--- config.mk ---
export PLATFORM = sky130hd
export DESIGN_NAME = alu_ctrl_fsm
export DESIGN_NICKNAME = d
export VERILOG_FILES = /design/src/rtl/risc_ctrl_pkg.sv /design/src/rtl/alu_op_decoder.sv /design/src/rtl/alu_ctrl_fsm.sv
export SDC_FILE = /design/constraint.sdc
export NUM_CORES = 1
export LEC_CHECK = 0
export CORE_MARGIN = 2
export CORE_UTILIZATION = 44
export DETAILED_ROUTE_END_ITERATION = 12
export PLACE_DENSITY = 0.87
export SETUP_SLACK_MARGIN = 0.5
export SKIP_LAST_GASP = 1
export SYNTH_ARGS = -nofsm -noshare
export SYNTH_HDL_FRONTEND = slang
export SYNTH_SLANG_ARGS = --single-unit
export TNS_END_PERCENT = 10
--- constraint.sdc ---
create_clock -name clk -period 3.7 [get_ports clk]
set_input_delay 0.37 -clock clk [delete_from_list [all_inputs] [get_ports clk]]
set_output_delay 0.37 -clock clk [all_outputs]
set_load 0.01 [all_outputs]
--- src/rtl/risc_ctrl_pkg.sv ---
// Shared types and encodings for the multi-cycle RISC control unit.
// The TRAP state exists only when ALU_CTRL_ILLEGAL_TRAP_EN is defined.
package risc_ctrl_pkg;

  typedef enum logic [3:0] {
    S_IDLE,
    S_FETCH,
    S_DECODE,
    S_EXEC_R,
    S_EXEC_I,
    S_ALU_WB,
    S_MEM_ADDR,
    S_MEM_READ,
    S_MEM_WB,
    S_MEM_WRITE,
    S_BRANCH
`ifdef ALU_CTRL_ILLEGAL_TRAP_EN
    , S_TRAP
`endif
  } state_e;

  // Operation class handed to the ALU decoder; selects which funct table applies.
  typedef enum logic [2:0] {
    CLS_NONE,
    CLS_ADD,
    CLS_R,
    CLS_I,
    CLS_MEM,
    CLS_BR
  } op_class_e;

  localparam logic [3:0] ALU_ADD  = 4'b0000;
  localparam logic [3:0] ALU_SUB  = 4'b0001;
  localparam logic [3:0] ALU_AND  = 4'b0010;
  localparam logic [3:0] ALU_OR   = 4'b0011;
  localparam logic [3:0] ALU_NOR  = 4'b0100;
  localparam logic [3:0] ALU_SLT  = 4'b1000;
  localparam logic [3:0] ALU_SLTU = 4'b1001;

  localparam logic [6:0] OPC_R      = 7'b0110011;
  localparam logic [6:0] OPC_I      = 7'b0010011;
  localparam logic [6:0] OPC_LOAD   = 7'b0000011;
  localparam logic [6:0] OPC_STORE  = 7'b0100011;
  localparam logic [6:0] OPC_BRANCH = 7'b1100011;

  localparam logic [2:0] F3_ADD  = 3'b000;
  localparam logic [2:0] F3_SLT  = 3'b010;
  localparam logic [2:0] F3_SLTU = 3'b011;
  localparam logic [2:0] F3_NOR  = 3'b100;
  localparam logic [2:0] F3_OR   = 3'b110;
  localparam logic [2:0] F3_AND  = 3'b111;
  localparam logic [2:0] F3_WORD = 3'b010;
  localparam logic [2:0] F3_BEQ  = 3'b000;
  localparam logic [2:0] F3_BNE  = 3'b001;
  localparam logic [2:0] F3_BLT  = 3'b100;
  localparam logic [2:0] F3_BLTU = 3'b110;

  localparam logic [1:0] SRCA_PC    = 2'd0;
  localparam logic [1:0] SRCA_REGA  = 2'd1;
  localparam logic [1:0] SRCA_OLDPC = 2'd2;

  localparam logic [1:0] SRCB_REGB = 2'd0;
  localparam logic [1:0] SRCB_FOUR = 2'd1;
  localparam logic [1:0] SRCB_IMM  = 2'd2;

  localparam logic [1:0] IMM_I = 2'd0;
  localparam logic [1:0] IMM_S = 2'd1;
  localparam logic [1:0] IMM_B = 2'd2;

  // beq compares for equality (Zero set); the others branch when the ALU result is non-zero.
  function automatic logic branch_taken(input logic [2:0] funct3, input logic zero);
    return (funct3 == F3_BEQ) ? zero : !zero;
  endfunction

endpackage

--- src/rtl/alu_op_decoder.sv ---
// Combinational ALU control decode: {operation class, funct3, funct7[5]} -> ALUControl code
// plus a flag for funct combinations the datapath does not implement.
module alu_op_decoder
  import risc_ctrl_pkg::*;
(
  input  logic [2:0] op_class,
  input  logic [2:0] funct3,
  input  logic       funct7_b5,
  output logic [3:0] alu_control,
  output logic       illegal
);

  always_comb begin
    // NOTE: every output gets a value before the case so no path leaves it unassigned (no latch).
    alu_control = ALU_ADD;
    illegal     = 1'b0;
    unique case (op_class_e'(op_class))
      CLS_R: begin
        case (funct3)
          F3_ADD:  alu_control = funct7_b5 ? ALU_SUB : ALU_ADD;
          F3_AND:  alu_control = ALU_AND;
          F3_OR:   alu_control = ALU_OR;
          F3_SLT:  alu_control = ALU_SLT;
          F3_SLTU: alu_control = ALU_SLTU;
          F3_NOR: begin
            if (funct7_b5) alu_control = ALU_NOR;
            else           illegal     = 1'b1;
          end
          default: illegal = 1'b1;
        endcase
      end
      CLS_I: begin
        case (funct3)
          F3_ADD:  alu_control = ALU_ADD;
          F3_AND:  alu_control = ALU_AND;
          F3_OR:   alu_control = ALU_OR;
          F3_SLT:  alu_control = ALU_SLT;
          F3_SLTU: alu_control = ALU_SLTU;
          default: illegal = 1'b1;
        endcase
      end
      CLS_MEM: illegal = (funct3 != F3_WORD);
      CLS_BR: begin
        case (funct3)
          F3_BEQ, F3_BNE: alu_control = ALU_SUB;
          F3_BLT:         alu_control = ALU_SLT;
          F3_BLTU:        alu_control = ALU_SLTU;
          default:        illegal = 1'b1;
        endcase
      end
      default: alu_control = ALU_ADD;
    endcase
  end

endmodule

--- src/rtl/alu_ctrl_fsm.sv ---
// Multi-cycle FETCH/DECODE/EXECUTE/MEM/WB controller for the 32-bit RISC datapath.
// Define ALU_CTRL_ILLEGAL_TRAP_EN to park in TRAP on illegal instructions instead of skipping them.
module alu_ctrl_fsm
  import risc_ctrl_pkg::*;
#(
  parameter int MEM_WAIT_MAX = 255
) (
  input  logic        clk,
  input  logic        rst_n,
  input  logic [31:0] Instr,
  input  logic        MemReady,
  input  logic        Zero,
  output logic [3:0]  ALUControl,
  output logic [1:0]  ALUSrcA,
  output logic [1:0]  ALUSrcB,
  output logic [1:0]  ImmSel,
  output logic        IorD,
  output logic        MemRead,
  output logic        MemWrite,
  output logic        IRWrite,
  output logic        PCWrite,
  output logic        PCSrc,
  output logic        RegWrite,
  output logic        MemToReg,
  output logic        MemTimeout,
  output logic        Illegal
);

  localparam int CW = (MEM_WAIT_MAX > 1) ? $clog2(MEM_WAIT_MAX + 1) : 1;

`ifdef ALU_CTRL_ILLEGAL_TRAP_EN
  localparam state_e S_ILLEGAL_NEXT = S_TRAP;
`else
  localparam state_e S_ILLEGAL_NEXT = S_FETCH;
`endif

  state_e        state, state_next;
  op_class_e     op_class;
  logic [CW-1:0] wait_cnt;
  logic          in_wait, timeout;
  logic [3:0]    dec_alu_control;
  logic          dec_illegal;

  logic [6:0] opcode;
  logic [2:0] funct3;
  logic       funct7_b5;
  logic       unused_instr;

  assign opcode       = Instr[6:0];
  assign funct3       = Instr[14:12];
  assign funct7_b5    = Instr[30];
  assign unused_instr = ^{Instr[31], Instr[29:15], Instr[11:7]};

  alu_op_decoder u_alu_op_decoder (
    .op_class    (op_class),
    .funct3      (funct3),
    .funct7_b5   (funct7_b5),
    .alu_control (dec_alu_control),
    .illegal     (dec_illegal)
  );

  assign ALUControl = dec_alu_control;

  // A ready memory in the compare cycle completes the access, hence the !MemReady term.
  assign in_wait = state inside {S_FETCH, S_MEM_READ, S_MEM_WRITE};
  assign timeout = (MEM_WAIT_MAX != 0) && in_wait && !MemReady &&
                   (wait_cnt == CW'(MEM_WAIT_MAX));

  always_ff @(posedge clk) begin
    // NOTE: non-blocking assignments so state and counter both see pre-edge values.
    if (!rst_n) begin
      state    <= S_IDLE;
      wait_cnt <= '0;
    end else begin
      state <= state_next;
      if (state_next != state)
        wait_cnt <= '0;
      else if (in_wait && !MemReady)
        wait_cnt <= wait_cnt + 1'b1;
    end
  end

  // Outputs decode combinationally so strobes can qualify on MemReady/Zero in the same cycle.
  always_comb begin
    state_next = state;
    op_class   = CLS_NONE;
    ALUSrcA    = SRCA_PC;
    ALUSrcB    = SRCB_REGB;
    ImmSel     = IMM_I;
    IorD       = 1'b0;
    MemRead    = 1'b0;
    MemWrite   = 1'b0;
    IRWrite    = 1'b0;
    PCWrite    = 1'b0;
    PCSrc      = 1'b0;
    RegWrite   = 1'b0;
    MemToReg   = 1'b0;
    MemTimeout = 1'b0;
    Illegal    = 1'b0;

    unique case (state)
      S_IDLE: state_next = S_FETCH;

      S_FETCH: begin
        op_class = CLS_ADD;
        ALUSrcB  = SRCB_FOUR;
        MemRead  = !timeout;
        if (MemReady) begin
          IRWrite    = 1'b1;
          PCWrite    = 1'b1;
          state_next = S_DECODE;
        end else if (timeout) begin
          MemTimeout = 1'b1;
          state_next = S_IDLE;
        end
      end

      S_DECODE: begin
        op_class = CLS_ADD;
        ALUSrcA  = SRCA_OLDPC;
        ALUSrcB  = SRCB_IMM;
        ImmSel   = IMM_B;
        case (opcode)
          OPC_R:               state_next = S_EXEC_R;
          OPC_I:               state_next = S_EXEC_I;
          OPC_LOAD, OPC_STORE: state_next = S_MEM_ADDR;
          OPC_BRANCH:          state_next = S_BRANCH;
          default:             state_next = S_ILLEGAL_NEXT;
        endcase
      end

      S_EXEC_R: begin
        op_class   = CLS_R;
        ALUSrcA    = SRCA_REGA;
        ALUSrcB    = SRCB_REGB;
        state_next = dec_illegal ? S_ILLEGAL_NEXT : S_ALU_WB;
      end

      S_EXEC_I: begin
        op_class   = CLS_I;
        ALUSrcA    = SRCA_REGA;
        ALUSrcB    = SRCB_IMM;
        ImmSel     = IMM_I;
        state_next = dec_illegal ? S_ILLEGAL_NEXT : S_ALU_WB;
      end

      S_ALU_WB: begin
        RegWrite   = 1'b1;
        state_next = S_FETCH;
      end

      S_MEM_ADDR: begin
        op_class = CLS_MEM;
        ALUSrcA  = SRCA_REGA;
        ALUSrcB  = SRCB_IMM;
        ImmSel   = (opcode == OPC_STORE) ? IMM_S : IMM_I;
        if (dec_illegal)              state_next = S_ILLEGAL_NEXT;
        else if (opcode == OPC_STORE) state_next = S_MEM_WRITE;
        else                          state_next = S_MEM_READ;
      end

      S_MEM_READ: begin
        IorD    = 1'b1;
        MemRead = !timeout;
        if (MemReady) begin
          state_next = S_MEM_WB;
        end else if (timeout) begin
          MemTimeout = 1'b1;
          state_next = S_IDLE;
        end
      end

      S_MEM_WB: begin
        RegWrite   = 1'b1;
        MemToReg   = 1'b1;
        state_next = S_FETCH;
      end

      S_MEM_WRITE: begin
        IorD     = 1'b1;
        MemWrite = !timeout;
        if (MemReady) begin
          state_next = S_FETCH;
        end else if (timeout) begin
          MemTimeout = 1'b1;
          state_next = S_IDLE;
        end
      end

      S_BRANCH: begin
        op_class = CLS_BR;
        ALUSrcA  = SRCA_REGA;
        ALUSrcB  = SRCB_REGB;
        if (!dec_illegal && branch_taken(funct3, Zero)) begin
          PCWrite = 1'b1;
          PCSrc   = 1'b1;
        end
        state_next = dec_illegal ? S_ILLEGAL_NEXT : S_FETCH;
      end

`ifdef ALU_CTRL_ILLEGAL_TRAP_EN
      S_TRAP: begin
        Illegal    = 1'b1;
        state_next = S_TRAP;
      end
`endif

      default: state_next = S_IDLE;
    endcase
  end

endmodule

==> impl_metrics.py <==
metrics = {
    "floorplanning": {
        "die_h_um": 61.26,
        "die_area_um2": 3753,
        "io_pins": 56,
        "rows": 20,
        "initial_utilization_pct": 46.87,
        "core_um2": 3078,
        "die_w_um": 61.26,
    },
    "cts": {
        "cts_sinks": 12,
        "cts_tree": "done",
        "cts_root_buf": "clkbuf_4",
        "cts_buffers": 3,
        "clkTransAtPathRegs_ps": 80,
        "ctsHtreeMaxLevel": 1,
        "worstSkewPairLatency_ps": 290,
        "clk_path_buf_depth": 2,
    },
    "timing": {
        "fmax_mhz": 296.1,
        "min_period_ps": 3378,
        "setup_viol": 0,
        "rsz0062_at_grt": "yes",
        "maxSlewViolCount": 0,
        "hold_viol": 0,
        "period_share_pct": 91.29,
        "final.setup.tns_ps": 0,
        "fin_hold_ws_ps": 572.7,
        "slew_headroom_pct": 48.29,
        "fin_skew_ps": 6.194,
        "layout_setup_ws_ps": 322.4,
        "tightestPinTransition_ps": 775.7,
    },
    "grt": {
        "grt_pass1_wl_um": 6141,
        "grt_max_degree": 17,
        "busiest_layer": "met2",
        "antenna_found_initial": 0,
        "use_met1_pct": 30.56,
        "grt_pass1_vias": 1355,
        "met3_usage_pct": 4.832,
        "use_met2_pct": 33.28,
        "gr-usage-all-layers_pct": 21.49,
        "gr-total-overflow": 0,
    },
    "run_status": {
        "status": "complete, no violations",
    },
    "hold_path": {
        "hold_end": "wait_cnt[6]",
        "min_path_cells": 3,
        "min_from": "wait_cnt[6]",
        "hold_class": "reg -> reg",
    },
    "power_and_ir_drop": {
        "switching_power_uw": 116.6,
        "internal_power_uw": 246.8,
        "powerDensity_nw_per_um2": 191.0,
        "clock_power_share_pct": 30.1,
        "leakagePower_uw": 0.0006775,
        "combPwrFrac_pct": 33.2,
        "pwr-share-seq_pct": 36.7,
        "p_total_uw": 363.4,
        "p_sw_share_pct": 32.09,
        "vdd_ir_drop_max_uv": 149.8,
    },
    "worst_setup_path": {
        "worstPathCellList": "or4b_4 -> o21ai_2 -> inv_2 -> ha_2 -> buf_4 -> nor2_4 -> o311a_4 -> a21o_1 -> nor4_2 -> or2_2 -> dlygate4sd2_1",
        "critical_path.top_delay_family": "simple AND/OR/NAND/NOR gates",
        "start_kind": "flip-flop",
        "end_kind": "primary output",
        "slowest_delay_ps": 590,
        "r2r_setup_slack_ps": 700,
        "arrival_ps": 3010,
        "r2r-start": "state[2]",
        "required_ps": 3330,
        "path_buf_inv": 3,
        "critical_path_class": "reg -> out",
        "rr_endpoint": "wait_cnt[7]",
        "cp_max_fo": 6,
        "r2r_cells": 11,
        "crit_slowest_cell": "or4b_4",
    },
    "cells_and_area": {
        "fin_nets": 260,
        "antenna_cells": 0,
        "area_growth_pct": 31.92,
        "drive_gt1_share_pct": 16.29,
        "layoutNonFillerInstCount": 265,
    },
    "yosys": {
        "synth_edf_count": 0,
        "yosys_warnings": 0,
        "synth.top_cell.area_share_pct": 16.65,
        "synth_area_per_cell_um2": 7.756,
        "ys_ff_latch": 12,
        "yosys_most_used_dff": "dfxtp_1",
        "yosys.area.top_type": "dfxtp_1",
        "netlist_instances": 186,
        "yosysSeqAreaShare_pct": 16.65,
        "async_reset_ff_share_pct": 0,
        "syn-num-nets": 224,
        "netlist_area_um2": 1443,
        "ys_top_cells_by_area": "dfxtp_1, xnor2_1, nor4b_1",
        "yosysUniqueCellTypes": 67,
    },
    "placement": {
        "io_buffers": 33,
        "dpl.hpwl_um": 2965,
        "routabilityCongestion": 0.9113,
        "pre_cts_ws_ps": 212.6,
        "placed_cells": 260,
    },
    "route": {
        "vias_per_cell": 5.883,
        "antenna_left": 0,
        "dr_total_vias": 1559,
        "routed_wirelength_um": 3834,
        "wl_per_cell_um": 14.47,
        "first_pass_iters": 4,
        "drt_iter0_markers": 124,
        "drc": 0,
    },
    "flow_run": {
        "maxCapViolCount": 0,
    },
}
==> stage by stage <==
step | area (um^2) | util (%)
final | 1903 | 61.83
after global routing | 1903 | 61.83
after CTS | 1903 | 61.83
after detailed placement | 1836 | 59.63
after global placement | 1836 | 59.63
after floorplan | 1456 | -
==> cell families after synthesis <==
family                     count (synthesis)  share of synthesized area (%)
AOI/OAI and AO/OA                         45                          25.59
xor gates and xnor gates                  10                          6.592
adders and majority gates                  3                          2.428
buffers and inverters                     21                          6.938
DFF                                       12                          16.65
muxes                                      2                          1.388
other                                      1                         0.2599
and+or+nand+nor                           92                          40.16
==> synth_stat cells (3+ instances only) <==
library cell,n
clkbuf_1,3
a211oi_1,3
nor3_1,8
nand2_1,10
nor2b_1,6
nand3_1,6
or2_2,4
inv_1,9
nand2b_1,5
o31ai_1,5
nor2_1,13
dfxtp_1,12
a21oi_1,5
or3_1,3
xnor2_1,7
o21ai_0,5
nand4_1,4
nor4b_1,6
and2_1,3
and3_1,4
buf_4,3
nor4_1,5
==> power by group through the flow <==
stage               sequential (uW)  combinational, uW  clock, uW
floorplan                       135               73.7          0
global placement                136                115          0
detailed placement              136                117          0
CTS                             133                120        107
global route                    134                131        112
finish                          133                121        109
==> worst reg2reg max path, delay by kind of cell, from the launching register on <==
kind / cells / cell delay [ps]
buffers and inverters: 2 / 250
adders and majority gates: 1 / 230
and+or+nand+nor: 5 / 860
DFF: 1 / 410
AOI/OAI and AO/OA: 3 / 1160
==> what timing repair did <==
item	4_1_cts	5_1_grt
gates resized for setup	6	1
hold buffers	0	0
cloned	0	0
endpoints found under the setup margin	4	5
pin swaps	5	0
setup buffers	1	0
==> state kept, by name, summed over array words and instances (netlist names) <==
signal / flops
wait_cnt: 8
state: 4
==> placed cells by master (no fill, tap or decap), types with 2 or more instances in the layout <==
cell,synthesis,layout
a211oi_1,3,3
o21ai_0,5,4
nor4b_1,6,6
inv_1,9,9
nor4bb_1,2,2
xor2_1,2,2
a21o_1,2,2
nor3_1,8,8
a221oi_1,2,2
clkdlybuf4s50_1,0,31
buf_4,3,8
mux2i_1,2,2
dfxtp_1,12,11
xnor2_1,7,7
and3_1,4,4
or2_2,4,4
a21boi_0,2,2
nand2b_1,5,5
a21oi_1,5,5
clkbuf_4,0,3
nand3b_1,2,2
nand4_1,4,4
nor3b_1,2,2
or3_1,3,3
o31ai_1,5,5
and2_1,3,3
nand3_1,6,6
nor4_1,5,4
nor2b_1,6,6
o31a_1,2,2
inv_2,2,2
nor2_1,13,13
nand2_1,10,10
dlygate4sd2_1,0,2
==> worst max-delay path by stage <==
stage / start / end / slack, ps / cells past startpoint
floorplan: state[0] / PCWrite / 610 / 10
global placement: state[2] / PCWrite / 210 / 10
detailed placement: state[2] / PCWrite / 210 / 10
CTS: state[3] / ALUControl[0] / 300 / 10
global route: state[3] / ALUControl[0] / 200 / 10
finish: state[3] / PCWrite / 320 / 11
==> per-layer routing <==
metal,wire [um],share of wire (%)
met3,271,7.1
met1,1797,47
met5,0,0
met4,23,0.60
met2,1741,45
==> final cells by class <==
type	instances	area, um^2
clock buffers	4	36.28
fillers	264	1175
inverters	11	41.29
multi-input cells	153	1141
flip-flops and latches	12	241.5
well taps	44	55.05
repair buffers	41	387.9
Note: power is estimated with default switching activity, not from simulation.
